--- src/rtl/led_pwm_status.sv ---
// N-channel LED PWM/status driver: off / steady / blink / breathe per channel, frame-aligned duty updates.
// Optional perceptual gamma (d*d >> PWM_BITS) on the latched duty when LED_PWM_GAMMA_EN is defined.
module led_pwm_status #(
    parameter int unsigned CLK_FREQ       = 12_000_000,
    parameter int unsigned N_CH           = 3,
    parameter int unsigned PWM_BITS       = 8,
    parameter int unsigned BLINK_HZ       = 2,
    parameter int unsigned BREATHE_FRAMES = 184
) (
    input  logic                       i_clk,
    input  logic                       i_rst,
    input  logic [2*N_CH-1:0]          i_mode,
    input  logic [N_CH*PWM_BITS-1:0]   i_level,
    output logic [N_CH-1:0]            o_pwm,
    output logic                       o_frame,
    output logic                       o_blink
);

    localparam int unsigned HALF_PERIOD = CLK_FREQ / (2 * BLINK_HZ);
    localparam int unsigned BLINK_W     = $clog2(HALF_PERIOD);
    localparam int unsigned STEP_W      = (BREATHE_FRAMES > 1) ? $clog2(BREATHE_FRAMES) : 1;
    localparam int unsigned PROD_W      = 2 * PWM_BITS;

    localparam logic [PWM_BITS-1:0] PWM_MAX    = '1;
    localparam logic [BLINK_W-1:0]  BLINK_LAST = BLINK_W'(HALF_PERIOD - 1);
    localparam logic [STEP_W-1:0]   STEP_LAST  = STEP_W'(BREATHE_FRAMES - 1);

    typedef enum logic [1:0] {
        MODE_OFF     = 2'b00,
        MODE_STEADY  = 2'b01,
        MODE_BLINK   = 2'b10,
        MODE_BREATHE = 2'b11
    } mode_e;

    typedef enum logic {
        DIR_UP   = 1'b0,
        DIR_DOWN = 1'b1
    } dir_e;

    logic [PWM_BITS-1:0] pwm_cnt_q, pwm_cnt_d;
    logic                frame_q, frame_d;
    logic [BLINK_W-1:0]  blink_cnt_q, blink_cnt_d;
    logic                blink_q, blink_d;
    logic [STEP_W-1:0]   step_q, step_d;
    logic [PWM_BITS-1:0] br_q, br_d;
    dir_e                dir_q, dir_d;
    logic [PWM_BITS-1:0] duty_q [N_CH];
    logic [PWM_BITS-1:0] duty_d [N_CH];
    logic [N_CH-1:0]     pwm_q, pwm_d;

    mode_e               ch_mode;
    logic [PWM_BITS-1:0] ch_level;
    logic [PWM_BITS-1:0] mode_duty [N_CH];
    logic [PWM_BITS-1:0] eff_duty  [N_CH];

    // Shared timebase: frame counter, blink phase and breathe triangle.
    always_comb begin
        pwm_cnt_d   = pwm_cnt_q + PWM_BITS'(1);
        frame_d     = (pwm_cnt_d == PWM_MAX);
        blink_cnt_d = blink_cnt_q + BLINK_W'(1);
        blink_d     = blink_q;
        step_d      = step_q;
        br_d        = br_q;
        dir_d       = dir_q;

        if (blink_cnt_q == BLINK_LAST) begin
            blink_cnt_d = '0;
            blink_d     = ~blink_q;
        end

        if (frame_q) begin
            if (step_q == STEP_LAST) begin
                step_d = '0;
                case (dir_q)
                    DIR_UP: begin
                        if (br_q == PWM_MAX) begin
                            br_d  = PWM_MAX - PWM_BITS'(1);
                            dir_d = DIR_DOWN;
                        end else begin
                            br_d = br_q + PWM_BITS'(1);
                        end
                    end
                    DIR_DOWN: begin
                        // Bounce off zero so the ramp never dwells at either end.
                        if (br_q == '0) begin
                            br_d  = PWM_BITS'(1);
                            dir_d = DIR_UP;
                        end else begin
                            br_d = br_q - PWM_BITS'(1);
                        end
                    end
                    default: begin
                        br_d  = '0;
                        dir_d = DIR_UP;
                    end
                endcase
            end else begin
                step_d = step_q + STEP_W'(1);
            end
        end
    end

    // Per-channel target duty from mode, level and shared blink/breathe state.
    always_comb begin
        ch_mode  = MODE_OFF;
        ch_level = '0;
        for (int unsigned c = 0; c < N_CH; c++) begin
            mode_duty[c] = '0;
            eff_duty[c]  = '0;
        end
        for (int unsigned c = 0; c < N_CH; c++) begin
            ch_mode  = mode_e'(i_mode[2*c +: 2]);
            ch_level = i_level[c*PWM_BITS +: PWM_BITS];
            case (ch_mode)
                MODE_OFF:     mode_duty[c] = '0;
                MODE_STEADY:  mode_duty[c] = ch_level;
                MODE_BLINK:   mode_duty[c] = blink_q ? ch_level : '0;
                MODE_BREATHE: mode_duty[c] =
                    PWM_BITS'((PROD_W'(ch_level) * PROD_W'(br_q)) >> PWM_BITS);
                default:      mode_duty[c] = '0;
            endcase
`ifdef LED_PWM_GAMMA_EN
            eff_duty[c] = PWM_BITS'((PROD_W'(mode_duty[c]) * PROD_W'(mode_duty[c])) >> PWM_BITS);
`else
            eff_duty[c] = mode_duty[c];
`endif
        end
    end

    // Duty only moves at the frame boundary so a frame is never cut short or stretched.
    always_comb begin
        for (int unsigned c = 0; c < N_CH; c++) begin
            duty_d[c] = duty_q[c];
            pwm_d[c]  = (pwm_cnt_q < duty_q[c]);
        end
        if (pwm_cnt_q == PWM_MAX) begin
            for (int unsigned c = 0; c < N_CH; c++) begin
                duty_d[c] = eff_duty[c];
            end
        end
    end

    always_ff @(posedge i_clk) begin
        if (i_rst) begin
            pwm_cnt_q   <= '0;
            frame_q     <= 1'b0;
            blink_cnt_q <= '0;
            blink_q     <= 1'b0;
            step_q      <= '0;
            br_q        <= '0;
            dir_q       <= DIR_UP;
            pwm_q       <= '0;
            for (int unsigned c = 0; c < N_CH; c++) begin
                duty_q[c] <= '0;
            end
        end else begin
            pwm_cnt_q   <= pwm_cnt_d;
            frame_q     <= frame_d;
            blink_cnt_q <= blink_cnt_d;
            blink_q     <= blink_d;
            step_q      <= step_d;
            br_q        <= br_d;
            dir_q       <= dir_d;
            pwm_q       <= pwm_d;
            for (int unsigned c = 0; c < N_CH; c++) begin
                duty_q[c] <= duty_d[c];
            end
        end
    end

    assign o_pwm   = pwm_q;
    assign o_frame = frame_q;
    assign o_blink = blink_q;

endmodule
--- config.mk ---
export PLATFORM = sky130hd
export DESIGN_NAME = led_pwm_status
export DESIGN_NICKNAME = d
export VERILOG_FILES = /design/src/rtl/led_pwm_status.sv
export SDC_FILE = /design/constraint.sdc
export NUM_CORES = 1
export LEC_CHECK = 0
export BUFFER_PORTS_ARGS = -buffer_cell sky130_fd_sc_hd__buf_2
export CORE_AREA = 2 2 126 128
export CTS_BUF_LIST = sky130_fd_sc_hd__clkbuf_4 sky130_fd_sc_hd__clkbuf_8
export CTS_CLUSTER_SIZE = 8
export DETAILED_ROUTE_END_ITERATION = 8
export DIE_AREA = 0 0 128 130
export PLACE_DENSITY = 0.81
export SLEW_MARGIN = 20
export SYNTH_ARGS = -nofsm -noshare
export SYNTH_HDL_FRONTEND = slang
export SYNTH_SLANG_ARGS = --single-unit
--- constraint.sdc ---
create_clock -name i_clk -period 5.7 [get_ports i_clk]
set_input_delay 0.285 -clock i_clk [delete_from_list [all_inputs] [get_ports i_clk]]
set_output_delay 0.285 -clock i_clk [all_outputs]
set_load 0.01 [all_outputs]
# Word level (Yosys, flattened, before mapping)
# Memory sizes are Yosys's and may differ from the RTL's.
# Index checks and enable logic that the tools add are counted.
# op_classes
bitwise	5
n_reduce_logical	6
magnitude_cmp	3
n_mul	3
eq_ne	14
n_addsub	5
mux	20
# op_table
cell	count
$pmux 8 s4	3
$mux 8	9
$mul 8x8->16	3
$eq 8x8->1 const B	4
$add 8x1->8 const B	3
$lt 8x8->1	3
$mux 24	1
$add 22x1->22 const B	1
$eq 22x22->1 const B	1
$pmux 8 s2	1
$eq 2x2->1 const B	6
$logic_not 8->1	1
$sub 8x1->8 const B	1
$eq 2x1->1 const B	3
$logic_not 2->1	3
$mux 1	5
$or 1x1->1	3
$not 1->1	2
$pmux 1 s2	1
$reduce_and 2->1	1
$reduce_or 2->1	1
# totals
ff_bits	52
input_bits	32
ram_bits	24
mem_count	1
# memory_table
name	depth	word_bits	read_ports	rd_ports_with_merged_regs	write_ports	line	text
duty_q	3	8	3	0	3	47	logic [PWM_BITS-1:0] duty_q [N_CH];

# Logic depth before layout (Yosys ltp)
# logic_depth
depth_word	4
depth_mapped	18
mapped_depth_nobuf	16

# Least setup slack after synthesis
# Ideal clock, no wire load.
# synth_path
path_kind	flip-flop to flip-flop
start	register br_q[7]
end	memory duty_q[1][6] (netlist: duty_q[0][14])
arrival_time_ns	4.579
required_time_ns	5.570
n_path_buf	2
synth_period_minus_slack_ns	4.709
setup_slack_ns	0.991
setup_ns	0.130
stages_incl_launch_ff	16
path_cell_list	dfxtp_1 > clkbuf_1 > clkbuf_1 > nand2_1 > fa_1 > fa_1 > inv_1 > fa_1 > fa_1 > ha_1 > a2111oi_0 > o21a_1 > o32ai_2 > a221oi_2 > xor2_1 > o22ai_1
# synth_rtl
element	line	text
start, declared	45	logic [PWM_BITS-1:0] br_q, br_d;
start signal, assigned	162	br_q <= br_d;
end, declared	47	

==> metrics.txt <==
outcome finished, final reports clean; fraction of synthesized area in multiplexers 0.422%; busiest grt layer met2; Final Cycle Share 89.2%; crit path time final 5.09 ns; top cells by count, synth inv_1 (162), and2_1 (145), ha_1 (126); Crit path depth 13; CTS resizes 0; critical path's largest stage delay 1.00 ns; Synth Area in XOR/XNOR 5.45%; die height 130 um; worst vdd ir 0.0000930 V; post-route cell area 10,300 sq um; Final Hold Viols 0; gr usage total 27.1%; # DRC 0; Worst Hold Class input port to flop; Static Leakage 0.00507 uW; fill count 1,277; Async SR Flop Fraction 0%; initial drt markers 419; Bufs and invs on worst path 1; Data arrival, critical path 5.30 ns; 1st-pass router iterations 5; Critical Path RT 5.92 ns; hold endpoint duty_q[0][1]$_SDFFE_PP0N_; ranking of synthesized cells by area fa_1 (21%), ha_1 (16%), dfxtp_1 (16%); met1 Track Usage GR 35.4%; YS warnings 0; global-route wire length before repair 36,500 um; routed vias/inst 5.72; Slew Limit Fails 0; number of global-route vias before repair 7,777; CTS tree done; Antenna Diode Count 0; RSZ-0062 raised after global routing false; FF+latch area 1520 sq um; FF+latch count, synth 76; Reg2Reg Depth 13; Die Width 128 um; measured slew at the worst slew-check pin 1.01 ns; CTS HTree Levels 3; max-capacitance violation count 0; # hold bufs at CTS 0; PD cells 101 nW/um^2; Adder-Cell Fraction of Synth Area 37.6%; r2r setup slk 0.61 ns; crit-path max FO 30; Core ar. 15,400 sq um; mapped cell area 9800 sq um; routed wire length 21,400 um; global route total overflow 0; crit start category flop; Clock Latency Late Sink 0.36 ns; Core Rows 46; antenna violations before repair 0; Distinct cells, synth 61; Critical-path top delay cell dfxtp_1; fmax 0.197 GHz; # setup viols final 0; syn_nets 1,401; CTS sink cnt 76; Critical Setup Path Class flop to flop; Worst Hold Path Cells 3; Syn Inst Count 1,138; CP delay by family, top adder cells; largest net degree at the start of global routing 61; most common cell in the netlist inv_1; area leader, netlist fa_1; post-place instance area 10,100 sq um; effective utilization at floorplan 63.5%; routed via count 7,736; Layout Nets 1,419; CP cell instances nand2_1 -> fa_1 -> fa_1 -> inv_1 -> fa_1 -> fa_1 -> ha_1 -> a211oi_1 -> o21ai_0 -> a21oi_1 -> o221ai_1 -> xnor2_1 -> o22ai_1; footprint of the multi-input gates 7490 sq um; Post-Synth Simple-Gate Area 22.2%; Post-Syn Area per Cell 8.61 sq um; Post-synth EDFFs 0; cell repeated most along the worst path fa_1; clk slew on worst S/H paths 0.08 ns; Root Driver clkbuf_8; sequential element share of the synthesized area 15.5%; port bufs 36; die area 16,600 sq um; Hold Startpoint i_mode[0]; I/O pin total 37; DP HPWL 16,500 um; WL/cell 15.8 um; reg2reg start br_q[6]$_SDFFE_PP0P_; setup_tns 0 ns; Worst R2R End duty_q[0][21]$_SDFFE_PP0N_; GR Util met3 2.34%; CP endpoint kind flop; Setup Buffers After CTS 0; CTS Buf Count 9; area fraction of the dominant cell type after synthesis 21.5%; M2 GR Usage 47.7%; Setup Skew 0.0142 ns; Worst slew margin 32.4%; layout cell share with drive strength beyond 1 6.72%; gp weighted congestion 0.880; Post-synth top flop dfxtp_1; Longest Clk Path Bufs 2; Synth Area in Compound Gates 10.9%; ANT nets after route 0; largest family of logic cells by synthesized area adder cells; P&R area growth vs syn 5.53%
## power breakdown
| group | internal, uW | total [uW] | leakage (uW) | switching, uW |
|---|---|---|---|---|
| Combinational | 24.4 | 76.1 | 0.00436 | 51.7 |
| Sequential | 536 | 544 | 0.000614 | 7.95 |
| Clock | 211 | 428 | 0.0000969 | 217 |
## flip-flops by register name (all words and copies together), names as in the netlist
signal	cells
pwm_cnt_q	8
duty_q	24
o_frame	1
dir_q	1
o_pwm	3
blink_cnt_q	22
br_q	8
o_blink	1
step_q	8
## worst max-delay path by stage
stage | end | from | slack (ns)
after detailed placement | duty_q[0][21]$_SDFFE_PP0N_ | br_q[6]$_SDFFE_PP0P_ | 0.68
after global routing | duty_q[0][15]$_SDFFE_PP0N_ | br_q[6]$_SDFFE_PP0P_ | 0.33
after CTS | duty_q[0][21]$_SDFFE_PP0N_ | br_q[6]$_SDFFE_PP0P_ | 0.66
after floorplan | duty_q[0][14]$_SDFFE_PP0N_ | br_q[7]$_SDFFE_PP0P_ | 0.99
final | duty_q[0][21]$_SDFFE_PP0N_ | br_q[6]$_SDFFE_PP0P_ | 0.61
after global placement | duty_q[0][14]$_SDFFE_PP0N_ | br_q[6]$_SDFFE_PP0P_ | 0.82
## per-stage QoR
step,util (%),worst slack [ns],hold WS (ns),total power (uW),std cells
6_report,67.0,0.613,0.223,1050,1353
5_1_grt,67.0,0.332,0.248,1080,1353
4_1_cts,67.0,0.660,0.217,1050,1353
3_5_place_dp,65.7,0.676,0.464,632,1337
2_1_floorplan,-,0.991,0.438,585,1138
3_3_place_gp,65.7,0.817,0.457,631,1337
## kinds of logic after synthesis
logic type | after synthesis
DFF | 76
xor gates and xnor gates | 61
buffers and inverters | 203
and+or+nand+nor | 397
adders and majority gates | 231
muxes | 4
AOI/OAI and AO/OA | 166
## metal layers
| metal | vias up | share of wire [%] |
|---|---|---|
| met1 | 3762 | 44 |
| met2 | 161 | 49 |
| met5 | - | 0 |
| li1 | 3770 | - |
| met3 | 43 | 3.7 |
| met4 | 0 | 2.9 |
## cell usage in the layout (no fill, tap or decap), types with 4 or more instances in the layout
cell,count
nor4_1,5
nor3_1,8
and3_1,21
o22ai_1,19
o21bai_1,7
xnor2_1,35
a22oi_1,9
buf_2,36
o21a_1,5
clkbuf_8,9
nand2b_1,10
nor2_1,69
and2_1,145
fa_1,105
a21o_1,12
nand3b_1,4
a211oi_1,6
nand2_1,74
o21ai_0,33
dfxtp_1,76
ha_1,126
xor2_1,26
buf_4,12
nand4_1,13
a21oi_1,47
nand3_1,24
inv_1,162
## area by class of cell
class                      instances  area share (%)
clock buffer                      10            1.27
clock inverter                     6           0.690
inverter                         162            5.88
multi-input combinational        859            72.5
sequential                        76            14.7
tap                              192            2.32
timing repair buffer              48            2.61
## worst register-to-register path, stage by stage (launching register included)
cell,delay (ns)
dfxtp_1,1.00
nand2_1,0.17
fa_1,0.53
fa_1,0.55
inv_1,0.06
fa_1,0.52
fa_1,0.51
ha_1,0.24
a211oi_1,0.30
o21ai_0,0.14
a21oi_1,0.44
o221ai_1,0.23
xnor2_1,0.17
o22ai_1,0.09
(Power assumes the default switching activity.)
